==> config.mk <==
export PLATFORM = sky130hd
export DESIGN_NAME = fifo_stream_reader
export DESIGN_NICKNAME = d
export VERILOG_FILES = /design/src/rtl/fifo_stream_reader.sv
export SDC_FILE = /design/constraint.sdc
export NUM_CORES = 1
export LEC_CHECK = 0
export ABC_AREA = 1
export BUFFER_PORTS_ARGS = -buffer_cell sky130_fd_sc_hd__buf_4
export CAP_MARGIN = 20
export CORE_MARGIN = 3
export CORE_UTILIZATION = 54
export DETAILED_ROUTE_END_ITERATION = 7
export GPL_TIMING_DRIVEN = 0
export PLACE_DENSITY = 0.79
export SLEW_MARGIN = 5
export SYNTH_ARGS = -nofsm -noshare
export SYNTH_HDL_FRONTEND = slang
export SYNTH_SLANG_ARGS = --single-unit
==> constraint.sdc <==
create_clock -name clk -period 3.3 [get_ports clk]
set_input_delay 0.495 -clock clk [delete_from_list [all_inputs] [get_ports clk]]
set_output_delay 0.495 -clock clk [all_outputs]
set_load 0.005 [all_outputs]
==> src/rtl/fifo_stream_reader.sv <==
// -----------------------------------------------------------------------------
// fifo_stream_reader
//
// Read-side engine for a synchronous FIFO with a 1-cycle registered read port.
// It issues pops, absorbs the read latency, and re-presents the words as a
// valid/ready stream at a sustained rate of one word per clock, in FIFO order.
//
// Ports
//   clk        in   1       system clock, all state on the rising edge
//   rst_n      in   1       asynchronous active-low reset (shared with FIFO)
//   buf_out    in   DATA_W  FIFO read data, valid the cycle after a pop
//   buf_empty  in   1       FIFO empty flag
//   rd_en      out  1       FIFO pop request (combinational)
//   m_data     out  DATA_W  stream data (head of the output buffer)
//   m_valid    out  1       stream data valid
//   m_ready    in   1       consumer accepts m_data this cycle
//   flush      in   1       discard all buffered and in-flight words
//   pop_count  out  CNT_W   pops issued since reset, wraps modulo 2^CNT_W
//   busy       out  1       buffer holds a word or a pop is in flight
//
// Stream handshake: a word moves from this block to the consumer at a rising
// edge where m_valid and m_ready are both 1. m_valid never depends on m_ready;
// once raised, m_valid and m_data hold until that transfer (or a flush/reset).
// -----------------------------------------------------------------------------
module fifo_stream_reader #(
    parameter int DATA_W = 8,
    parameter int CNT_W  = 16
) (
    input  logic              clk,
    input  logic              rst_n,
    input  logic [DATA_W-1:0] buf_out,
    input  logic              buf_empty,
    output logic              rd_en,
    output logic [DATA_W-1:0] m_data,
    output logic              m_valid,
    input  logic              m_ready,
    input  logic              flush,
    output logic [CNT_W-1:0]  pop_count,
    output logic              busy
);

    // Control state: occupancy of the 2-entry output buffer plus a flag for a
    // pop whose data arrives on buf_out in the current cycle.
    typedef struct packed {
        logic [1:0] occ;
        logic       inflight;
    } rd_state_t;

    rd_state_t         st_q;
    rd_state_t         st_d;
    logic [DATA_W-1:0] head_q;
    logic [DATA_W-1:0] head_d;
    logic [DATA_W-1:0] tail_q;
    logic [DATA_W-1:0] tail_d;
    logic [CNT_W-1:0]  pop_cnt_q;
    logic [CNT_W-1:0]  pop_cnt_d;

    logic              xfer;
    logic [2:0]        outstanding;
    logic              credit_ok;

    // Handshake and credit. Words owed to the consumer are the buffered ones
    // plus the one in flight; a word leaving this cycle frees its slot in time
    // for a new pop, which is what allows back-to-back delivery.
    assign xfer        = (st_q.occ != 2'd0) && m_ready;
    assign outstanding = {1'b0, st_q.occ} + {2'b00, st_q.inflight} - {2'b00, xfer};
    assign credit_ok   = (outstanding < 3'd2);

    // -------------------------------------------------------------------------
    // State register
    // -------------------------------------------------------------------------
    always_ff @(posedge clk or negedge rst_n) begin
        if (!rst_n) begin
            st_q      <= '0;
            head_q    <= '0;
            tail_q    <= '0;
            pop_cnt_q <= '0;
        end else begin
            st_q      <= st_d;
            head_q    <= head_d;
            tail_q    <= tail_d;
            pop_cnt_q <= pop_cnt_d;
        end
    end

    // -------------------------------------------------------------------------
    // Next-state logic
    // -------------------------------------------------------------------------
    always_comb begin
        st_d      = st_q;
        head_d    = head_q;
        tail_d    = tail_q;
        pop_cnt_d = pop_cnt_q + CNT_W'(rd_en);

        if (flush) begin
            // Drop everything owed, including the word on buf_out this cycle.
            // Buffer contents are left as-is; m_valid=0 makes them meaningless.
            st_d.occ      = 2'd0;
            st_d.inflight = 1'b0;
        end else begin
            st_d.inflight = rd_en;
            case ({st_q.inflight, xfer})
                2'b01: begin
                    // Head leaves; the second entry (if any) moves up.
                    if (st_q.occ == 2'd2) begin
                        head_d = tail_q;
                    end
                    st_d.occ = st_q.occ - 2'd1;
                end
                2'b10: begin
                    // Arriving word appends behind whatever is buffered.
                    if (st_q.occ == 2'd0) begin
                        head_d = buf_out;
                    end else begin
                        tail_d = buf_out;
                    end
                    st_d.occ = st_q.occ + 2'd1;
                end
                2'b11: begin
                    // Head leaves and a word arrives: occupancy unchanged,
                    // arriving word goes to the back to keep FIFO order.
                    if (st_q.occ == 2'd1) begin
                        head_d = buf_out;
                    end else begin
                        head_d = tail_q;
                        tail_d = buf_out;
                    end
                end
                default: begin
                end
            endcase
        end
    end

    // -------------------------------------------------------------------------
    // Output logic
    // -------------------------------------------------------------------------
    always_comb begin
        m_valid   = (st_q.occ != 2'd0);
        m_data    = head_q;
        // rst_n gating keeps the FIFO from seeing a pop while both are held
        // in reset.
        rd_en     = rst_n && !buf_empty && !flush && credit_ok;
        busy      = (st_q.occ != 2'd0) || st_q.inflight;
        pop_count = pop_cnt_q;
    end

    // A word landing while both slots are full and none leaves would be lost;
    // the credit rule on rd_en must make this unreachable.
    a_no_overflow : assert property (@(posedge clk) disable iff (!rst_n)
        !(st_q.inflight && !xfer && (st_q.occ == 2'd2)));

    a_occ_range : assert property (@(posedge clk) disable iff (!rst_n)
        st_q.occ != 2'd3);

endmodule

==> results of run 1 <==
-- metal layers --
layer	share of wire	GRT usage	vias up
met1	0.43	0.283	815
met5	0	0	-
met4	0.020	0.0685	0
li1	-	-	910
met2	0.49	0.377	55
met3	0.061	0.0561	9
-- cell usage in the layout (no fill, tap or decap), types with 3 or more instances in the layout --
master	n
buf_4	45
nand2_4	3
xnor2_1	4
nor2_1	16
nand2_1	116
inv_1	13
clkbuf_4	5
inv_2	3
nand3_1	34
xor2_1	7
nand4_1	3
dfrtp_1	34
-- power breakdown --
part | internal, W | switching [W]
Combinational | 0.000326 | 0.000365
Sequential | 0.000558 | 0.000105
Clock | 0.000125 | 0.000147
Total | 0.00101 | 0.000617
-- cells in the mapped netlist, drive strengths merged --
| master | count | area, µm² |
|---|---|---|
| nand2 | 119 | 469 |
| dfrtp | 35 | 876 |
| nand3 | 35 | 180 |
| nor2 | 20 | 90.1 |
| inv | 16 | 60.1 |
| xor2 | 7 | 61.3 |
| ha | 5 | 62.6 |
| xnor2 | 4 | 35.0 |
| buf | 3 | 21.3 |
| nand4 | 3 | 18.8 |
| a21oi | 2 | 10.0 |
| nor4 | 2 | 12.5 |
| o21ai | 2 | 10.0 |
| clkbuf | 1 | 3.75 |
| fa | 1 | 20.0 |
| nor3 | 1 | 16.3 |
-- state kept, by name (all words and copies together), names as in the netlist --
signal and cells:
st_q 3, tail_q 8, pop_count 16, m_data 8
-- what timing repair did --
action | in CTS | in global routing
resized for setup | 2 | 9
cloned | 0 | 0
setup endpoints to repair | 5 | 8
buffers inserted | 0 | 6
pin swaps | 0 | 3
-- worst max-delay path: stages (launching register included) --
cell and delay [ps]:
dfrtp_2 430, inv_1 120, ha_4 180, inv_2 70
nand2_4 90, buf_6 150, nor2_1 60, fa_1 510
nand2_1 100, nor4_4 320, ha_2 250, ha_2 210
nand3_1 130, nor2_2 180, buf_4 130, xor2_1 130
-- final cells by class --
class | instances | area (µm²)
buffer | 3 | 21.3
timing repair buffer | 45 | 338
sequential | 35 | 877
tap | 46 | 57.6
clock buffer | 8 | 68.8
fill | 292 | 970
inverter | 16 | 60.1
multi-input combinational | 201 | 1020
-- stage by stage --
| step | total power (W) | area (µm²) | setup TNS, ps | utilization | std cells |
|---|---|---|---|---|---|
| 5_1_grt | 0.00178 | 2450 | -98.4 | 0.716 | 354 |
| 3_5_place_dp | 0.00131 | 2300 | -171 | 0.673 | 341 |
| 2_1_floorplan | 0.00106 | 1950 | 0 | - | 256 |
| 4_1_cts | 0.00159 | 2370 | 0 | 0.695 | 349 |
| 3_3_place_gp | 0.00129 | 2300 | -123 | 0.673 | 341 |
| 6_report | 0.00163 | 2450 | 0 | 0.716 | 354 |
-- logic make-up (layout without fill, tap and decap cells) --
kind of cell / after synthesis / in the layout
xor+xnor: 11 / 11
flops: 35 / 35
simple gates: 180 / 180
fa+ha+maj: 6 / 6
compound gates: 4 / 4
buf+inv: 20 / 72
-- worst max path at each step --
| stage | slack [ps] | cells past startpoint | to | start |
|---|---|---|---|---|
| after detailed placement | -100 | 16 | pop_count[10] | st_q[2] |
| after floorplan | 230 | 16 | pop_count[14] | st_q[2] |
| after global placement | -80 | 16 | pop_count[10] | st_q[2] |
| final | 180 | 15 | pop_count[6] | st_q[2] |
| after global routing | -40 | 17 | pop_count[10] | st_q[2] |
| after CTS | 20 | 16 | pop_count[10] | st_q[2] |
==> impl_metrics.toml, run 1 <==
[global_route]
grt_pass1_wl_um = 7500
grt-ovfl-total = 0
grt_max_degree = 37
grt_antenna_before_repair = 0
grt_pass1_vias = 1760
grtUsageTotal = 0.224

[sta]
relSlewSlack = 0.693
fmax_mhz = 321
setup_viol_count_final = 0
period_needed_ps = 3120
fin_crit_sh = 0.944
fin_skew_ps = 8.48
drv_slew = 0
timing.final.ws_setup_ps = 183
holdWs_ps = 82.2
hold_viol = 0
tightestPinTransition_ps = 460

[cells_and_area]
drive_gt1_frac = 0.234
syn_to_final_growth_pct = 25.6
antenna_cells = 0
nNetsFinal = 326

[die]
core_region_area_mm2 = 0.00342
ioPinCount = 40
die-area_mm2 = 0.00436
die_w_um = 66.0
die_y_um = 66.0
start_util = 0.570
row_count = 21

[cts]
clk_latency_ps = 350
clockBufferDepth = 2
cts.sinks = 35
cts_tree = "done"
clk_pin_slew_ps = 110
cts_buffers = 5
htree_levels = 2
ctsHoldBuffers = 0
root_buffer = "clkbuf_4"

[synthesis]
synth_top_family_by_area = "simple AND/OR/NAND/NOR gates"
yosys.area_share.simple = 0.404
synth_nets = 275
synth_seq_cells = 35
synth_mux_area_frac = 0
yosysWarningCount = 0
postSynthAreaPerCell_um2 = 7.60
ys_types = 21
syn_area_mm2 = 0.00195
synthAdderAreaFrac = 0.0424
yosysSeqAreaShare = 0.450
synth-compound-area-share = 0.0103
syn_inst = 256
synth_xor_area_frac = 0.0495

[routing]
via_per_inst = 5.05
wl_per_cell_um = 12.3
dr.pass1.iters = 4
num_vias = 1789
drt_iter0_markers = 170
drc = 0
ant_nets = 0
wirelength_um = 4350

[critical_path]
crit_arrival_ps = 3400
r2r_cells = 15
cp_max_fo = 10
worstReg2RegEnd = "pop_count[6]"
path_class = "reg -> reg"
r2r_setup_slack_ps = 180
reg2reg_from = "st_q[2]"
crit_required_ps = 3580
end_kind = "flip-flop"
start_kind = "flip-flop"

[pwr]
p_per_area_mw_per_mm2 = 665
vdd_drop_max_mv = 0.562
leakage_nw = 1.29

[placement]
gp_congestion = 0.843
port-buffer-count = 39
dpl.hpwl_um = 3050
pre_cts_ws_ps = -98.0

[job]
cap_violations = 0

[hold_path]
hold_path.class = "in -> async"

[outcome]
status = "complete, no violations"
Power figures use the tool's default switching activity.
==> run 2: changes to the inputs <==
--- a/config.mk
+++ b/config.mk
@@ -8,7 +8,7 @@
 export ABC_AREA = 1
 export BUFFER_PORTS_ARGS = -buffer_cell sky130_fd_sc_hd__buf_4
 export CAP_MARGIN = 20
-export CORE_MARGIN = 3
+export CORE_MARGIN = 1.5
 export CORE_UTILIZATION = 54
 export DETAILED_ROUTE_END_ITERATION = 7
 export GPL_TIMING_DRIVEN = 0
==> impl_metrics.toml, run 2 (synthesis results as in run 1) <==
[cts]
clk_pin_slew_ps = 110
clk_latency_ps = 330
clockBufferDepth = 2
root_buffer = "clkbuf_4"
cts.sinks = 35
cts_buffers = 5
cts_tree = "done"
htree_levels = 2
ctsHoldBuffers = 0

[routing]
drt_iter0_markers = 122
dr.pass1.iters = 5
num_vias = 1824
drc = 0
ant_nets = 0
wl_per_cell_um = 12.3
via_per_inst = 5.21
wirelength_um = 4290

[critical_path]
crit_path_end = "pop_count[10]"
worstReg2RegEnd = "pop_count[10]"
crit_required_ps = 3530
crit_arrival_ps = 3380
r2r_cells = 16
cp_max_fo = 10
r2r_setup_slack_ps = 150
end_kind = "flip-flop"
crit_start = "st_q[2]"
start_kind = "flip-flop"
path_class = "reg -> reg"
reg2reg_from = "st_q[2]"

[sta]
timing.final.ws_setup_ps = 152
hold_viol = 0
setup_viol_count_final = 0
tightestPinTransition_ps = 451
fin_skew_ps = 6.52
period_needed_ps = 3150
fmax_mhz = 318
fin_crit_sh = 0.954
relSlewSlack = 0.698
drv_slew = 0

[die]
ioPinCount = 40
row_count = 21
die_w_um = 63.0
die_y_um = 63.0
core_region_area_mm2 = 0.00339
die-area_mm2 = 0.00397
start_util = 0.574

[cells_and_area]
layout_common_cells = "116 x nand2_1, 40 x buf_4, 34 x nand3_1, 34 x dfrtp_1, 16 x nor2_1"
largest_register_ff_count = 16
antenna_cells = 0
syn_to_final_growth_pct = 23.3
fin_area_mm2 = 0.00240
num-fill-cells = 270
nNetsFinal = 322
mostFrequentLayoutCell = "nand2_1"
drive_gt1_frac = 0.217

[global_route]
grt-ovfl-total = 0
grt_antenna_before_repair = 0
grtUsageTotal = 0.238
grt_pass1_wl_um = 7530
grt_pass1_vias = 1741
grt_max_degree = 37

[outcome]
status = "complete, no violations"

[placement]
pre_cts_ws_ps = -54.7
gp_congestion = 0.866
port-buffer-count = 39
placed_area_mm2 = 0.00230
dpl.hpwl_um = 3140

[hold_path]
hold_path.class = "in -> async"

[job]
cap_violations = 0

[pwr]
total_power_w = 0.00158
leakage_nw = 1.26
vdd_drop_max_mv = 0.427
p_per_area_mw_per_mm2 = 659
==> run 2: metrics by stage <==
stage          TNS (ps)  utilization  hold WS [ps]  std cells
6_report              0        0.708          99.7        350
5_1_grt           -20.7        0.708           116        350
4_1_cts               0        0.696           108        349
3_5_place_dp      -93.4        0.678           466        341
3_3_place_gp      -52.2        0.678           465        341
2_1_floorplan         0            -           199        256
==> run 2: how the worst min path moves through the flow <==
stage / start / endpoint / slack, ps / depth (start not counted)
CTS: rst_n / tail_q[1] / 110 / 1
detailed placement: m_data[4] / m_data[4] / 470 / 2
finish: rst_n / tail_q[1] / 100 / 1
global placement: rst_n / tail_q[2] / 470 / 1
global route: rst_n / m_data[0] / 120 / 1
floorplan: rst_n / m_data[0] / 200 / 0
==> run 2: worst max-delay path: stages, from the launching register on <==
cell	delay (ps)
dfrtp_2	450
inv_1	110
ha_4	180
inv_2	70
nand2_4	90
buf_6	140
nor2_1	70
fa_1	500
nand2_1	100
nor4_4	330
ha_2	240
ha_1	200
nand2_1	80
nor2_2	150
nand2_1	110
o21ai_0	160
nand2_1	60
==> run 2: report_power, final <==
| part | switching [W] | leakage, nW | internal (W) |
|---|---|---|---|
| combinational | 0.000370 | 0.784 | 0.000316 |
| sequential | 0.000107 | 0.447 | 0.000558 |
| clock | 0.000148 | 0.0282 | 0.0000823 |
| total | 0.000626 | 1.26 | 0.000956 |
==> run 2: cell type report <==
cell class	count	area (µm²)	area share
Inverter	16	60.1	0.0250
Sequential cell	35	877	0.365
Clock buffer	6	41.3	0.0172
Tap cell	46	57.6	0.0240
Clock inverter	2	12.5	0.00521
Timing Repair Buffer	40	300	0.125
Buffer	4	25.0	0.0104
Multi-Input combinational cell	201	1030	0.428
==> run 2: per-layer routing <==
| metal | GRT usage | part of all wire | wire (µm) |
|---|---|---|---|
| met5 | 0 | 0 | 0 |
| met1 | 0.322 | 0.46 | 1960 |
| met2 | 0.370 | 0.49 | 2090 |
| met4 | 0.103 | 0.0089 | 38 |
| met3 | 0.0505 | 0.048 | 206 |
==> run 2: repair_timing <==
action | CTS | global route
resized for setup | 2 | 8
gates cloned | 0 | 0
endpoints found under the setup margin | 5 | 7
pin swaps | 0 | 2
buffers inserted | 0 | 1
==> run 3: changes to the inputs <==
==> constraint.sdc (replaced) <==
create_clock -name clk -period 3.3 [get_ports clk]
set_input_delay 0.66 -clock clk [delete_from_list [all_inputs] [get_ports clk]]
set_output_delay 0.66 -clock clk [all_outputs]
set_load 0.005 [all_outputs]
==> impl_metrics.toml, run 3 (synthesis results as in run 1) <==
[pwr]
p_per_area_mw_per_mm2 = 661
clkPwrFrac = 0.146
swShare = 0.396
leakage_nw = 1.27
combPwrFrac = 0.436
vdd_drop_max_mv = 0.428
seq_power_share = 0.418
p_switching_w = 0.000630
intPower_w = 0.000961

[die]
core_region_area_mm2 = 0.00339
start_util = 0.574
die_y_um = 63.0
row_count = 21
ioPinCount = 40
die_w_um = 63.0
die-area_mm2 = 0.00397

[sta]
fmax_mhz = 316
drv_slew = 0
tightestPinTransition_ps = 459
fin_crit_sh = 0.957
hold_viol = 0
relSlewSlack = 0.693
setup_viol_count_final = 0
holdWs_ps = 259
setup-tns-final_ps = 0
fin_skew_ps = 5.28
period_needed_ps = 3160

[cts]
cts_tree = "done"
clk_pin_slew_ps = 110
root_buffer = "clkbuf_4"
cts.sinks = 35
htree_levels = 2
ctsHoldBuffers = 0
clockBufferDepth = 2
clk_latency_ps = 330
cts_buffers = 5

[critical_path]
cp_slowest_stage_delay_ps = 500
cp_top_family = "adder cells"
cp_common_cell = "inv_2"
reg2reg_from = "st_q[1]"
end_kind = "output port"
cp_max_fo = 10
cp_cell_sequence = "inv_2 -> ha_4 -> inv_2 -> nand2_4 -> buf_6 -> nor2_1 -> fa_1 -> nand2_1 -> nor4_4 -> buf_4"
cp_slowest_cell = "fa_1"
worstReg2RegEnd = "pop_count[10]"
r2r_cells = 16
crit_required_ps = 2640
crit_arrival_ps = 2500
start_kind = "flip-flop"
path_class = "reg -> out"
crit_buf_inv = 4
r2r_setup_slack_ps = 180

[placement]
dpl.hpwl_um = 3140
port-buffer-count = 39
gp_congestion = 0.866
dp_cells = 341

[routing]
wirelength_um = 4320
via_per_inst = 5.24
ant_nets = 0
drt_iter0_markers = 131
drc = 0
num_vias = 1840
dr.pass1.iters = 4
wl_per_cell_um = 12.3

[cells_and_area]
layout_common_cells = "116 x nand2_1, 41 x buf_4, 34 x nand3_1, 34 x dfrtp_1, 16 x nor2_1"
syn_to_final_growth_pct = 23.5
nNetsFinal = 323
largest_register_ff_count = 16
drive_gt1_frac = 0.220
mostFrequentLayoutCell = "nand2_1"
fin_cells = 351
seqCellArea_um2 = 877
multi_input_area_mm2 = 0.00102
fin_util = 0.709
antenna_cells = 0
num-fill-cells = 270

[global_route]
grt_pass1_vias = 1741
grt_antenna_before_repair = 0
grtUsageTotal = 0.238
grt_pass1_wl_um = 7530
grt_max_degree = 37
grt-ovfl-total = 0

[outcome]
status = "complete, no violations"

[job]
cap_violations = 0

[hold_path]
hold_path.class = "in -> async"
[run 3: changes by cell type in the layout (fill, tap and decap cells not counted)]
cell | previous run | this run
ha_1 | 3 | 4
inv_1 | 13 | 12
inv_2 | 3 | 4
buf_4 | 40 | 41
ha_2 | 1 | 0
[run 3: worst max-delay path by stage]
stage	slack [ps]	depth (start not counted)	end	startpoint
floorplan	230	16	pop_count[14]	st_q[2]
finish	140	10	rd_en	st_q[1]
CTS	30	16	pop_count[10]	st_q[2]
detailed placement	-50	16	pop_count[10]	st_q[2]
global placement	-30	16	pop_count[14]	st_q[2]
global route	-20	16	pop_count[14]	st_q[1]
[run 3: metrics by stage]
step	power, W	instance area [µm²]	setup WS [ps]
5_1_grt	0.00172	2400	-18.4
6_report	0.00159	2400	140
3_5_place_dp	0.00132	2300	-54.7
4_1_cts	0.00155	2360	32.9
3_3_place_gp	0.00129	2300	-33.4
2_1_floorplan	0.00106	1950	227
[run 3: layer usage]
metal  GRT usage  wire length, µm
met1       0.322             1970
met2       0.370             2040
met3      0.0505              221
met4       0.103               82
met5           0                0
[run 3: cell type report]
cell class	instances	area share
multi-input cells	201	0.426
flip-flops and latches	35	0.365
clock inverters	2	0.00520
clock buffers	6	0.0172
repair buffers	41	0.128
well taps	46	0.0239
plain buffers	4	0.0104
inverters	16	0.0250
[run 3: what timing repair did]
item,CTS,global route
buffers inserted,0,2
setup endpoints to repair,6,8
pin swaps,0,1
gates resized for setup,2,8
cloned,0,0
[run 3: power groups by stage]
stage,sequential (W),combinational [W],clock (W)
after floorplan,0.000658,0.000399,0
after global placement,0.000667,0.000624,0
after detailed placement,0.000672,0.000645,0
after CTS,0.000665,0.000654,0.000233
after global routing,0.000681,0.000786,0.000256
final,0.000665,0.000694,0.000232
